===== config.mk =====
export PLATFORM = sky130hd
export DESIGN_NAME = distance_filter
export DESIGN_NICKNAME = d
export VERILOG_FILES = /design/src/rtl/distance_filter_pkg.sv /design/src/rtl/dist_avg_buf.sv /design/src/rtl/distance_filter.sv
export SDC_FILE = /design/constraint.sdc
export NUM_CORES = 1
export LEC_CHECK = 0
export ABC_AREA = 1
export ABC_CLOCK_PERIOD_IN_PS = 6000
export CORE_MARGIN = 3
export CORE_UTILIZATION = 30
export CTS_CLUSTER_DIAMETER = 60
export DETAILED_ROUTE_END_ITERATION = 6
export PLACE_DENSITY = 0.45
export SLEW_MARGIN = 25
export SYNTH_ARGS = -nofsm -noshare
export SYNTH_HDL_FRONTEND = slang
export SYNTH_SLANG_ARGS = --single-unit

===== constraint.sdc =====
create_clock -name clk -period 6 [get_ports clk]
set_input_delay 0.6 -clock clk [delete_from_list [all_inputs] [get_ports clk]]
set_output_delay 0.6 -clock clk [all_outputs]
set_load 0.01 [all_outputs]

===== src/rtl/distance_filter_pkg.sv =====
// Shared elevator distance-filter constants, sample classification type and
// the distance comparison helper used by the reject logic.
package distance_filter_pkg;

  localparam int DATA_W          = 16;
  localparam int REJ_CNT_W       = 8;

  localparam int DEPTH_DEF       = 4;
  localparam int MAX_CM_DEF      = 400;
  localparam int STEP_LIMIT_DEF  = 10;
  localparam int TIMEOUT_CYC_DEF = 24_000_000;
  localparam int REJ_RUN_MAX     = 3;

  typedef enum logic [1:0] {
    SMP_IDLE,
    SMP_ACCEPT,
    SMP_RANGE_REJ,
    SMP_STEP_REJ
  } smp_class_e;

  // Magnitude of a - b for unsigned distances; the 17-bit signed difference
  // always fits back into DATA_W bits once its sign is removed.
  function automatic logic [DATA_W-1:0] abs_diff(input logic [DATA_W-1:0] a,
                                                 input logic [DATA_W-1:0] b);
    logic signed [DATA_W:0] d;
    d = $signed({1'b0, a}) - $signed({1'b0, b});
    if (d < 0) d = -d;
    return d[DATA_W-1:0];
  endfunction

endpackage


===== src/rtl/dist_avg_buf.sv =====
// DEPTH-entry circular sample buffer with a running sum. Exposes the
// post-update sum/fill so the owner can publish an average in the same cycle.
module dist_avg_buf
  import distance_filter_pkg::*;
#(
  parameter int DEPTH = DEPTH_DEF
) (
  input  logic                              clk,
  input  logic                              rst_n,
  input  logic                              push,
  input  logic                              flush,
  input  logic                              load_first,
  input  logic [DATA_W-1:0]                 din,
  output logic [$clog2(DEPTH):0]            fill,
  output logic [$clog2(DEPTH):0]            fill_nxt,
  output logic [DATA_W+$clog2(DEPTH)-1:0]   sum_nxt
);

  localparam int LOG2_D = $clog2(DEPTH);
  localparam int SUM_W  = DATA_W + LOG2_D;
  localparam int FILL_W = LOG2_D + 1;
  localparam int PTR_W  = LOG2_D;

  localparam logic [FILL_W-1:0] FILL_FULL = FILL_W'(DEPTH);

  logic [DATA_W-1:0] mem [DEPTH];
  logic [SUM_W-1:0]  sum_p1;
  logic [PTR_W-1:0]  ptr_p1;
  logic [PTR_W-1:0]  ptr_nxt;
  logic [PTR_W-1:0]  wr_idx;
  logic              wr_en;

  always_comb begin
    sum_nxt  = sum_p1;
    fill_nxt = fill;
    ptr_nxt  = ptr_p1;
    wr_idx   = ptr_p1;
    wr_en    = 1'b0;
    if (load_first) begin
      sum_nxt  = SUM_W'(din);
      fill_nxt = FILL_W'(1);
      ptr_nxt  = PTR_W'(1);
      wr_idx   = '0;
      wr_en    = 1'b1;
    end else if (flush) begin
      sum_nxt  = '0;
      fill_nxt = '0;
      ptr_nxt  = '0;
    end else if (push) begin
      wr_en   = 1'b1;
      ptr_nxt = ptr_p1 + 1'b1;
      // Once full, the write slot holds the oldest sample; modular arithmetic
      // in the intermediate sum is harmless because the result always fits.
      if (fill == FILL_FULL) begin
        sum_nxt = sum_p1 + SUM_W'(din) - SUM_W'(mem[ptr_p1]);
      end else begin
        sum_nxt  = sum_p1 + SUM_W'(din);
        fill_nxt = fill + 1'b1;
      end
    end
  end

  // Stage p1: buffer contents, running sum, fill level and write pointer
  always_ff @(posedge clk or negedge rst_n) begin
    if (!rst_n) begin
      sum_p1 <= '0;
      fill   <= '0;
      ptr_p1 <= '0;
      for (int i = 0; i < DEPTH; i++) mem[i] <= '0;
    end else begin
      sum_p1 <= sum_nxt;
      fill   <= fill_nxt;
      ptr_p1 <= ptr_nxt;
      if (wr_en) mem[wr_idx] <= din;
    end
  end

endmodule


===== src/rtl/distance_filter.sv =====
// Ultrasonic distance conditioning: range/step rejection, moving average over
// DEPTH accepted samples, re-convergence after repeated step rejects, and a
// staleness timeout that drops the averaging history.
module distance_filter
  import distance_filter_pkg::*;
#(
  parameter int DEPTH       = DEPTH_DEF,
  parameter int MAX_CM      = MAX_CM_DEF,
  parameter int STEP_LIMIT  = STEP_LIMIT_DEF,
  parameter int TIMEOUT_CYC = TIMEOUT_CYC_DEF
) (
  input  logic                 clk,
  input  logic                 rst_n,
  input  logic [DATA_W-1:0]    raw_dist,
  input  logic                 raw_valid,
  output logic [DATA_W-1:0]    filt_dist,
  output logic                 filt_valid,
  output logic                 stale,
  output logic [REJ_CNT_W-1:0] reject_cnt
);

  localparam int LOG2_D = $clog2(DEPTH);
  localparam int SUM_W  = DATA_W + LOG2_D;
  localparam int FILL_W = LOG2_D + 1;
  localparam int TMO_W  = (TIMEOUT_CYC > 2) ? $clog2(TIMEOUT_CYC) : 1;

  localparam logic [DATA_W-1:0] MAX_RAW   = DATA_W'(MAX_CM);
  localparam logic [DATA_W-1:0] STEP_MAX  = DATA_W'(STEP_LIMIT);
  localparam logic [FILL_W-1:0] FILL_FULL = FILL_W'(DEPTH);
  localparam logic [TMO_W-1:0]  TMO_LAST  = TMO_W'(TIMEOUT_CYC - 1);
  localparam logic [TMO_W-1:0]  TMO_PRE   = TMO_W'(TIMEOUT_CYC - 2);
  localparam logic [1:0]        RUN_FLUSH = 2'(REJ_RUN_MAX - 1);

  // Averaging by truncation: plain shift, no rounding term.
  function automatic logic [DATA_W-1:0] avg_trunc(input logic [SUM_W-1:0] s);
    logic [SUM_W-1:0] sh;
    sh = s >> LOG2_D;
    return sh[DATA_W-1:0];
  endfunction

  logic [DATA_W-1:0]    filt_dist_p1;
  logic                 vld_p1;
  logic                 stale_p1;
  logic [REJ_CNT_W-1:0] rej_cnt_p1;
  logic [1:0]           rej_run_p1;
  logic [TMO_W-1:0]     tmo_cnt_p1;

  logic [FILL_W-1:0]    fill;
  logic [FILL_W-1:0]    fill_nxt;
  logic [SUM_W-1:0]     sum_nxt;

  smp_class_e           smp_class;
  logic                 primed;
  logic                 accept;
  logic                 range_rej;
  logic                 step_rej;
  logic                 flush_run;
  logic                 expire;
  logic                 publish;

  assign primed = (fill == FILL_FULL);

  always_comb begin
    smp_class = SMP_IDLE;
    if (raw_valid) begin
      if (raw_dist == '0 || raw_dist > MAX_RAW) begin
        smp_class = SMP_RANGE_REJ;
      end else if (primed && abs_diff(raw_dist, filt_dist_p1) > STEP_MAX) begin
        smp_class = SMP_STEP_REJ;
      end else begin
        smp_class = SMP_ACCEPT;
      end
    end
  end

  assign accept    = (smp_class == SMP_ACCEPT);
  assign range_rej = (smp_class == SMP_RANGE_REJ);
  assign step_rej  = (smp_class == SMP_STEP_REJ);
  // A persistent step means the floor really moved: restart from this sample.
  assign flush_run = step_rej && (rej_run_p1 == RUN_FLUSH);
  // An accepted sample on the expiry cycle keeps the history alive.
  assign expire    = !accept && (tmo_cnt_p1 == TMO_PRE);
  assign publish   = accept && (fill_nxt == FILL_FULL);

  dist_avg_buf #(
    .DEPTH(DEPTH)
  ) u_avg_buf (
    .clk        (clk),
    .rst_n      (rst_n),
    .push       (accept),
    .flush      (expire),
    .load_first (flush_run),
    .din        (raw_dist),
    .fill       (fill),
    .fill_nxt   (fill_nxt),
    .sum_nxt    (sum_nxt)
  );

  // Stage p1: published average and its strobe
  always_ff @(posedge clk or negedge rst_n) begin
    if (!rst_n) begin
      filt_dist_p1 <= '0;
      vld_p1       <= 1'b0;
    end else begin
      vld_p1 <= publish;
      if (publish) filt_dist_p1 <= avg_trunc(sum_nxt);
    end
  end

  always_ff @(posedge clk or negedge rst_n) begin
    if (!rst_n) begin
      rej_cnt_p1 <= '0;
      rej_run_p1 <= '0;
      tmo_cnt_p1 <= '0;
      stale_p1   <= 1'b0;
    end else begin
      if ((range_rej || step_rej) && rej_cnt_p1 != '1) begin
        rej_cnt_p1 <= rej_cnt_p1 + 1'b1;
      end

      if (step_rej) begin
        rej_run_p1 <= flush_run ? 2'd0 : rej_run_p1 + 2'd1;
      end else if (accept || range_rej) begin
        rej_run_p1 <= '0;
      end

      if (accept) begin
        tmo_cnt_p1 <= '0;
      end else if (tmo_cnt_p1 != TMO_LAST) begin
        tmo_cnt_p1 <= tmo_cnt_p1 + 1'b1;
      end

      if (expire) begin
        stale_p1 <= 1'b1;
      end else if (publish) begin
        stale_p1 <= 1'b0;
      end
    end
  end

  assign filt_dist  = filt_dist_p1;
  assign filt_valid = vld_p1;
  assign stale      = stale_p1;
  assign reject_cnt = rej_cnt_p1;

endmodule


# ---- Word-level counts from Yosys, hierarchy flattened
# Index checks and enable logic that the tools add are counted.
dict set report word_totals {
  ff_bits 140
  out_inout_bits 26
  wordCells 89
}
dict set report classes {
  addsub 9
  order_cmp 6
  n_eq_ne 9
  mux 34
  bitwise_logic 2
  n_reduce_logical 15
}
# operator n
set ops {}
lappend ops {{16-bit 2-to-1 mux} 6}
lappend ops {{18-bit 2-to-1 mux} 4}
lappend ops {{64-bit bitwise mux} 1}
lappend ops {{25-bit 2-to-1 mux} 2}
lappend ops {{16-bit binary-select mux with 2-bit select} 1}
lappend ops {{16-bit demux with 2-bit select} 1}
lappend ops {{25-bit by 1-bit adder with 25-bit output (second input constant)} 1}
lappend ops {{25-bit == test (second input constant)} 1}
lappend ops {{25-bit inequality test (second input constant)} 1}
lappend ops {{2-bit 2-to-1 mux} 10}
lappend ops {{18-bit by 16-bit adder with 18-bit output} 1}
lappend ops {{18-bit by 16-bit subtractor with 18-bit output} 1}
lappend ops {{17-bit by 1-bit less-than comparator with 1-bit output (second input constant)} 1}
lappend ops {{16-bit by 16-bit subtractor with 17-bit output} 1}
lappend ops {{16-bit by 4-bit greater-than comparator with 1-bit output (second input constant)} 1}
lappend ops {{16-bit by 9-bit greater-than comparator with 1-bit output (second input constant)} 1}
lappend ops {{16-bit logical NOT} 1}
lappend ops {{16-bit negator} 1}
lappend ops {{3-bit 2-to-1 mux} 4}
lappend ops {{8-bit by 1-bit adder with 8-bit output (second input constant)} 1}
lappend ops {{8-bit inequality test (second input constant)} 1}
lappend ops {{2-bit == test (second input constant)} 3}
lappend ops {{3-bit == test (second input constant)} 2}
lappend ops {{3-bit >= comparator (second input constant)} 2}
lappend ops {{other kinds (11)} 26}

# ---- Logic depth before layout (Yosys ltp)
# Gate-level depths: netlist (run 1).
dict set report depth {
  word_depth 19
  depth_mapped 29
  mapped_depth_nobuf 28
}

# ---- Hierarchy
# From an unflattened synthesis (run 1), not the netlist that was laid out.
dict set report unflattened {
  hier_cells 1535
  hier_area_um2 10423.7
}
# module n_inst cells_each area_per_inst_um2 seq_area_each_um2
set modules_own_cells {}
lappend modules_own_cells {dist_avg_buf 1 806 5785.5 2177.1}
lappend modules_own_cells {distance_filter 1 729 4638.2 1326.3}

# ---- Worst setup path after synthesis (run 1)
# OpenSTA, ideal clock, no wires.
dict set report synth_path {
  path_type {input-to-reg}
  start {input port raw_dist[0]}
  end {register stale_p1 (netlist: stale)}
  setup_ns 0.121
  arrival_time_ns 3.756
  setup_slack_ns 2.122
  stages 28
  n_path_buf 1
  path_cell_list {inv_1 > ha_1 > inv_1 > fa_1 > inv_1 > ha_1 > inv_1 > nor2_1 > nand3_1 > nor2_1 > nand2_1 > nor2_1 > nand2_1 > nand2_2 > nand2_1 > nand2_1 > inv_1 > nor2_2 > nand3_2 > o21ai_4 > nand2_4 > nor2_8 > nand3_2 > nor2_8 > nand2_4 > buf_6 > nand2_1 > nand2_1}
}
dict set report synth_between {
  elab_chain_cells 18
}
# element line
set synth_lines {}
lappend synth_lines {{from (decl)} distance_filter.sv:14} ;# input logic [DATA_W-1:0] raw_dist,
lappend synth_lines {{16-bit by 16-bit subtractor with 17-bit output} distance_filter_pkg.sv:26} ;# d = $signed({1'b0, a}) - $signed({1'b0, b});
lappend synth_lines {{16-bit negator / 17-bit by 1-bit less-than comparator with 1-bit output (equally long branches)} distance_filter_pkg.sv:27} ;# if (d < 0) d = -d;
lappend synth_lines {{16-bit 2-to-1 mux} distance_filter_pkg.sv:27}
lappend synth_lines {{16-bit 2-to-1 mux} distance_filter.sv:66} ;# if (raw_dist == '0 || raw_dist > MAX_RAW) begin
lappend synth_lines {{16-bit 2-to-1 mux} distance_filter.sv:65} ;# if (raw_valid) begin
lappend synth_lines {{16-bit by 4-bit greater-than comparator with 1-bit output} distance_filter.sv:68} ;# end else if (primed && abs_diff(raw_dist, filt_dist_p1) > STEP_MAX) begin
lappend synth_lines {{1-bit logical AND} distance_filter.sv:68}
lappend synth_lines {{2-bit 2-to-1 mux} distance_filter.sv:68}
lappend synth_lines {{(+2 left out)} n/a}
lappend synth_lines {{2-bit by 1-bit == test with 1-bit output} distance_filter.sv:76} ;# assign accept = (smp_class == SMP_ACCEPT);
lappend synth_lines {{1-bit logical NOT} distance_filter.sv:82} ;# assign expire = !accept && (tmo_cnt_p1 == TMO_PRE);
lappend synth_lines {{1-bit logical AND} distance_filter.sv:82}
lappend synth_lines {{3-bit 2-to-1 mux} dist_avg_buf.sv:45} ;# end else if (flush) begin
lappend synth_lines {{3-bit 2-to-1 mux} dist_avg_buf.sv:39} ;# if (load_first) begin
lappend synth_lines {{3-bit == test} distance_filter.sv:83} ;# assign publish = accept && (fill_nxt == FILL_FULL);
lappend synth_lines {{1-bit logical AND} distance_filter.sv:83}
lappend synth_lines {{2-bit nonzero test (no source line)} n/a}
lappend synth_lines {{to (signal assigned)} distance_filter.sv:115} ;# stale_p1 <= 1'b0;
lappend synth_lines {{to (signal assigned)} distance_filter.sv:134} ;# stale_p1 <= 1'b1;
lappend synth_lines {{to (signal assigned)} distance_filter.sv:136} ;# stale_p1 <= 1'b0;
lappend synth_lines {{to (decl)} distance_filter.sv:43} ;# logic stale_p1;
# Every way passes the cells marked *; elsewhere a longest branch is shown, timed or not. The select of a mux whose other input is x is not followed.
# A chain may end at the register's enable or synchronous reset.

# ---- Worst setup path after layout (run 1)
dict set report layout_path {
  start {input port raw_dist[0]}
  end {register filt_dist_p1[2] (netlist: filt_dist[2])}
}
dict set report layout_between {
  elab_chain_cells 17
}
# element line
set layout_lines {}
lappend layout_lines {{16-bit by 16-bit subtractor with 17-bit output} distance_filter_pkg.sv:26}
lappend layout_lines {{16-bit negator / 17-bit by 1-bit less-than comparator with 1-bit output (equally long branches)} distance_filter_pkg.sv:27}
lappend layout_lines {{16-bit 2-to-1 mux} distance_filter_pkg.sv:27}
lappend layout_lines {{16-bit 2-to-1 mux} distance_filter.sv:66}
lappend layout_lines {{16-bit 2-to-1 mux} distance_filter.sv:65}
lappend layout_lines {{16-bit by 4-bit greater-than comparator with 1-bit output} distance_filter.sv:68}
lappend layout_lines {{1-bit logical AND} distance_filter.sv:68}
lappend layout_lines {{2-bit 2-to-1 mux} distance_filter.sv:68}
lappend layout_lines {{2-bit 2-to-1 mux} distance_filter.sv:66}
lappend layout_lines {{2-bit 2-to-1 mux} distance_filter.sv:65}
lappend layout_lines {{2-bit by 1-bit == test with 1-bit output} distance_filter.sv:76}
lappend layout_lines {{1-bit logical NOT} distance_filter.sv:82}
lappend layout_lines {{1-bit logical AND} distance_filter.sv:82}
lappend layout_lines {{3-bit 2-to-1 mux} dist_avg_buf.sv:45}
lappend layout_lines {{3-bit 2-to-1 mux} dist_avg_buf.sv:39}
lappend layout_lines {{3-bit == test} distance_filter.sv:83}
lappend layout_lines {{1-bit logical AND} distance_filter.sv:83}
lappend layout_lines {{to (signal assigned)} distance_filter.sv:106} ;# if (publish) filt_dist_p1 <= avg_trunc(sum_nxt);
lappend layout_lines {{to (decl)} distance_filter.sv:41} ;# logic [DATA_W-1:0] filt_dist_p1;
# Parallel ways exist; a longest one is shown, timed or not. The select of a mux whose other input is x is not followed.

==> results of run 1 <==
[flip-flops by register name (all words and copies together) (netlist names)]
signal            cells
tmo_cnt_p1           25
rej_run_p1            2
u_avg_buf.sum_p1     18
u_avg_buf.ptr_p1      2
u_avg_buf.fill        3
filt_dist            16
reject_cnt            8
stale                 1
filt_valid            1
u_avg_buf.mem        64
[kinds of logic after synthesis]
family	share of synthesized area [%]
AND/OR/NAND/NOR	33.8
buffers and inverters	8.50
AO/OA/AOI/OAI	10.6
flip-flops	35.0
adder cells (fa/ha/maj)	7.48
XOR/XNOR	4.29
multiplexers	0.225
[routing by layer]
layer  share of wire [%]  global-route usage [%]  up-vias
met3                 2.8                    2.59       18
met1                  49                    23.3     4235
met4                0.79                    2.84        0
met2                  47                    28.8      114
li1                    -                       -     4733
met5                   0                       0        -
[per-stage QoR]
stage               worst slack [ns]  area (µm²)  std cells  utilization [%]  hold slack (ns)
finish                         0.990       11600       1929             35.4            0.217
global route                   0.465       11600       1929             35.4            0.265
CTS                            0.955       11600       1929             35.4            0.256
detailed placement             0.510       10900       1898             33.5            0.464
global placement               0.541       10900       1898             33.5            0.457
floorplan                       2.12       10000       1430                -            0.304
[final cells by class]
type                            instances  area, µm²
Fill cell                            3604      21100
Multi-Input combinational cell       1074       5640
Sequential cell                       140       3500
Inverter                              184        694
Tap cell                              442        553
Timing Repair Buffer                   58        547
Clock buffer                           21        460
Clock inverter                         10        189
[worst max-delay path, delay by kind of cell]
kind / cells / cell delay [ns]
and+or+nand+nor: 18 / 2.37
adders and majority gates: 3 / 0.82
buffers and inverters: 6 / 1.03
AOI/OAI and AO/OA: 1 / 0.42
[report_power, final]
group / switching, mW / internal, mW
Sequential: 0.122 / 1.06
Clock: 0.432 / 0.760
Combinational: 0.601 / 0.386
[final timing paths]
check                                               from                       endpoint  slack, ns  cells after the start
worst max-delay path                         raw_dist[0]       filt_dist[2]$_DFFE_PN0P_       0.99                     28
worst min-delay path                               rst_n  u_avg_buf.mem[19]$_DFFE_PN0P_       0.22                      1
worst max register to register  filt_dist[0]$_DFFE_PN0P_       filt_dist[2]$_DFFE_PN0P_       1.49                     26
worst min register to register         stale$_DFFE_PN0P_              stale$_DFFE_PN0P_       0.47                      2
max in group asynchronous                          rst_n              stale$_DFFE_PN0P_       4.48                      2
min in group clk                       stale$_DFFE_PN0P_              stale$_DFFE_PN0P_       0.47                      2
[cells in the mapped netlist (all sizes together) (3+ instances only)]
| cell type | number | area share (%) |
|---|---|---|
| nor3 | 29 | 1.5 |
| a21o | 3 | 0.23 |
| clkbuf | 17 | 0.64 |
| nor4 | 7 | 0.44 |
| ha | 55 | 6.9 |
| nand3 | 118 | 6.2 |
| xor2 | 38 | 3.3 |
| xnor2 | 11 | 0.96 |
| nand2 | 387 | 15 |
| inv | 183 | 6.9 |
| nand4 | 28 | 2.0 |
| buf | 15 | 0.91 |
| or2 | 4 | 0.25 |
| a31oi | 3 | 0.19 |
| a211oi | 3 | 0.23 |
| o211ai | 3 | 0.23 |
| dfrtp | 140 | 35 |
| nand3b | 6 | 0.45 |
| fa | 3 | 0.60 |
| o21ai | 104 | 5.3 |
| nor2 | 180 | 7.5 |
| a21oi | 74 | 3.7 |
| and2 | 3 | 0.19 |
==> metrics, run 1 <==
Max Transition Viols Final=0; count of hold-fix buffers inserted at cts=0; share of flip-flops with an asynchronous set or reset=100%; MaxCap Viol Count=0; count of distinct cell types in the synthesized netlist=53; Syn Area/Cell=between 6 and 7 µm²; maximum fanout encountered on the critical timing path=19; residual DRC count=0; number of buffers created by CTS=17; Final Hold Violating Endpoints=0; Power, Total=3.36 mW; launching element type of the critical path=input pin; total number of vias=just over 9k; Setup violations, final=0; Detailed Route Iter0 Violations=approximately 510; count of buffers inserted at the top-level ports=44; root buffer selected by CTS=clkbuf_16; TritonCTS Sinks=140; number of buffers inserted to repair setup after CTS=0; unrepaired setup endpoints after global routing=false; WL per Instance=around 15 µm; critical path start-end classification=in -> reg; Starting Density=30.6%; crit path time final=between 5 and 6 ns; Synthesis Warnings=0; total nets after synthesis=1,507; Worst slew margin=43.8%; number of buffers on the longest clock path=2; Area Overhead vs Synth=15.9%; Clock Skew=around 0.0085 ns; endpoint kind of the worst setup timing path=flop; worst min path class=in -> async; number of enable flip-flop cells after synthesis=0; fraction of layout instances using a drive strength above 1=under 10%; Final TNS setup=0 ns; routability congestion estimate from global placement=~0.83; drt pass-1 iters=6; most used cells in the layout excluding fill and tap cells=372 x nand2_1, 172 x nor2_1, 168 x inv_1; power per cell area=290 nW/µm²; part of the Yosys area used for sequential elements=35.0%; register bit total from synthesis=140; standard-cell row count=66; Max IR drop VDD=0.194 mV; via count of the first global-routing pass=approximately 9k; die span in x=between 150 and 200 µm; most common cell after layout, fill and taps aside=nand2_1; prevailing post-synth register cell=dfrtp_1; number of nets in the layout=approximately 1.6k; placed wire-length estimate after detailed placement=approximately 22 mm; outcome=finished, final reports clean; Syn Std Cell Area=10000 µm²; global-route wire length before repair=approximately 49 mm; master of the slowest instance on the critical path=clkdlybuf4s50_1; clock tree from TritonCTS=done; transition time of the tightest slew-check pin=approximately 0.84 ns; average via count per standard cell=between 4 and 5; Die H=roughly 190 µm; data arrival time of the worst path=5.32 ns; top-level port count=45; ANT cells=0; leakage=~5.9 nW; placeable core region=between 30,000 and 40,000 µm²; final wirelength=slightly below 30 mm; source-to-sink clock delay at the later pin of the worst-skew pair=around 0.43 ns; Synth Instances=roughly 1.4k; number of gates given a new drive strength after cts=0; antenna violations before repair=0; number of H-tree branching levels=4; Clock transition at path regs=0.06 ns; Crit path required time=approximately 6.3 ns; library cell appearing most often on the critical path=nand2_1; upper clock frequency limit=about 0.20 GHz; GRT Resource Usage Total=between 15 and 20%; global route total overflow=0; Tcrit/Tclk final=83.5%; Largest stage delay, worst path=approximately 0.55 ns; maximum number of pins on one net before global-route repair=between 80 and 90; Antenna Violating Nets Remaining=0; die footprint=~36,000 µm²
(Power assumes the default switching activity.)
==> inputs of run 2 (changes only) <==
--- a/config.mk
+++ b/config.mk
@@ -6,7 +6,7 @@
 export NUM_CORES = 1
 export LEC_CHECK = 0
 export ABC_AREA = 1
-export ABC_CLOCK_PERIOD_IN_PS = 6000
+export ABC_CLOCK_PERIOD_IN_PS = 5200
 export CORE_MARGIN = 3
 export CORE_UTILIZATION = 30
 export CTS_CLUSTER_DIAMETER = 60
==> constraint.sdc (replaced) <==
create_clock -name clk -period 5.2 [get_ports clk]
set_input_delay 0.52 -clock clk [delete_from_list [all_inputs] [get_ports clk]]
set_output_delay 0.52 -clock clk [all_outputs]
set_load 0.01 [all_outputs]
==> run 2 against run 1 <==
Against the previous run:
- clock-buffer cell count decreased by 1
- cell count increased by 1.3%
- global-route usage increased by 0.28 points
- sequential cell count unchanged
- sequential power increased by 15%
- non-clock buffer count increased by 25
- die area unchanged
- via count increased by 0.70%
- setup slack got worse by 0.47 ns
- first-iteration DRC count increased by 1.8%
- largest cell class unchanged
- largest power group is now registers
==> metrics, run 2 (synthesized netlist as in run 1, its figures left out) <==
number of gates given a new drive strength after cts=0; launching element type of the critical path=input pin; die span in x=189 µm; global-route wire length before repair=~49 mm; Setup violations, final=0; number of buffers on the longest clock path=2; final wirelength=29.5 mm; number of buffers inserted to repair setup after CTS=0; global route total overflow=0; antenna violations before repair=0; Die H=about 190 µm; Final Hold Violating Endpoints=0; Tcrit/Tclk final=90.1%; leakage=just under 6 nW; critical path start-end classification=in -> reg; number of buffers created by CTS=17; number of flip-flops in the largest register=64; critical register-to-register path startpoint=u_avg_buf.sum_p1[0]$_DFFE_PN0P_; transition time of the tightest slew-check pin=0.844 ns; count of hold-fix buffers inserted at cts=0; WL per Instance=15.1 µm; top-level port count=45; GRT Resource Usage Total=between 15 and 20%; Worst Reg-to-Reg Cells=27; register ranked first by flip-flop count=u_avg_buf.mem; fraction of layout instances using a drive strength above 1=under 10%; Detailed Route Iter0 Violations=between 500 and 600; most common cell after layout, fill and taps aside=nand2_1; master of the slowest instance on the critical path=clkdlybuf4s50_1; upper clock frequency limit=0.214 GHz; Power, Total=3.82 mW; worst-case register-to-register setup slack=a little under 0.9 ns; total net switching power=about 1.4 mW; maximum fanout encountered on the critical timing path=5; source-to-sink clock delay at the later pin of the worst-skew pair=roughly 0.43 ns; Clock Skew=between 0.01 and 0.015 ns; combinational group share of total power=between 30% and 40%; endpoint of the most critical setup path=filt_dist[15]$_DFFE_PN0P_; Crit path required time=roughly 5.6 ns; Worst R2R End=filt_dist[15]$_DFFE_PN0P_; routability congestion estimate from global placement=between 0.8 and 0.9; power per cell area=about 320 nW/µm²; worst min path class=in -> async; maximum number of pins on one net before global-route repair=a little over 100; data arrival time of the worst path=slightly above 5 ns; Largest stage delay, worst path=~0.48 ns; number of nets in the layout=between 1.5k and 2k; die footprint=~36,000 µm²; switching power share of the total=between 30% and 40%; internal power=2.47 mW; Area Overhead vs Synth=18.1%; endpoint kind of the worst setup timing path=flop; total number of vias=roughly 9.2k; placeable core region=32,700 µm²; via count of the first global-routing pass=approximately 9k; number of H-tree branching levels=4; residual DRC count=0; outcome=finished, final reports clean; clock tree from TritonCTS=done; count of buffers inserted at the top-level ports=44; worst hold-check slack=approximately 0.19 ns; TritonCTS Sinks=between 100 and 150; Clock power frac=between 30% and 40%; Reg power frac=35.5%; Antenna Violating Nets Remaining=0; crit path time final=4.68 ns; library cell appearing most often on the critical path=nand2_1; standard-cell row count=66; Setup crit start=raw_dist[0]; most used cells in the layout excluding fill and tap cells=372 x nand2_1, 172 x nor2_1, 168 x inv_1; Clock transition at path regs=0.06 ns; root buffer selected by CTS=clkbuf_16; ANT cells=0; drt pass-1 iters=5; Worst slew margin=between 40 and 50%; unrepaired setup endpoints after global routing=false; placed wire-length estimate after detailed placement=about 23 mm; Max IR drop VDD=0.232 mV; Max Transition Viols Final=0; Final TNS setup=0 ns; Largest regs=u_avg_buf.mem: 64 flops, tmo_cnt_p1: 25 flops, u_avg_buf.sum_p1: 18 flops; fill cell instance count of the final layout=between 3k and 4k; MaxCap Viol Count=0; average via count per standard cell=around 4.7; Starting Density=30.6%
run 2: cell count changes in the layout (fill, tap and decap cells not counted):
cell and delta:
buf_4 +20, buf_12 +5, clkbuf_1 -1, bufinv_16 -2
buf_6 -1, clkbuf_8 +1, inv_6 +3, clkinv_4 -2
clkinvlp_4 +3
run 2: cell type report:
type / instances / area [µm²] / area share [%]
clock inverters: 12 / 160 / 1.36
clock buffers: 20 / 457 / 3.87
inverters: 184 / 694 / 5.88
repair buffers: 83 / 800 / 6.77
well taps: 442 / 553 / 4.68
flip-flops and latches: 140 / 3500 / 29.7
multi-input cells: 1074 / 5640 / 47.8
run 2: worst min-delay path by stage:
| stage | cells past startpoint | end | slack [ns] | start |
|---|---|---|---|---|
| 2_1_floorplan | 0 | filt_dist[0]$_DFFE_PN0P_ | 0.22 | rst_n |
| 3_3_place_gp | 2 | u_avg_buf.mem[62]$_DFFE_PN0P_ | 0.46 | u_avg_buf.mem[62]$_DFFE_PN0P_ |
| 3_5_place_dp | 2 | u_avg_buf.mem[36]$_DFFE_PN0P_ | 0.47 | u_avg_buf.mem[36]$_DFFE_PN0P_ |
| 4_1_cts | 1 | u_avg_buf.mem[3]$_DFFE_PN0P_ | 0.25 | rst_n |
| 5_1_grt | 1 | u_avg_buf.mem[3]$_DFFE_PN0P_ | 0.24 | rst_n |
| 6_report | 1 | u_avg_buf.mem[19]$_DFFE_PN0P_ | 0.19 | rst_n |
run 2: routing by layer:
metal  GRT usage [%]  wire length (µm)  vias to the layer above
li1                -                 -                     4762
met1            23.8             14400                     4243
met2            28.3             13800                      130
met3            2.98               925                       29
met4            4.07               394                        0
met5               0                 0                        -
run 2: worst max-delay path: cells and delay by family:
kind                       cells  cell delay [ns]
buffers and inverters          2             0.62
AOI/OAI and AO/OA              4             1.01
and+or+nand+nor               20             1.93
adders and majority gates      3             0.97
run 2: power groups by stage:
stage	logic, mW	registers, mW	clock network, mW
finish	1.17	1.36	1.29
global placement	1.17	1.38	0
global route	1.34	1.38	1.39
floorplan	0.820	1.36	0
detailed placement	1.17	1.37	0
CTS	1.18	1.36	1.34
run 2: through the flow:
step,std cells,area [µm²],setup slack [ns],utilization [%]
after detailed placement,1923,11200,0.120,34.2
after floorplan,1430,10000,1.40,-
after global placement,1923,11200,0.133,34.2
after CTS,1955,11800,0.561,36.1
after global routing,1955,11800,0.0901,36.1
final,1955,11800,0.517,36.1
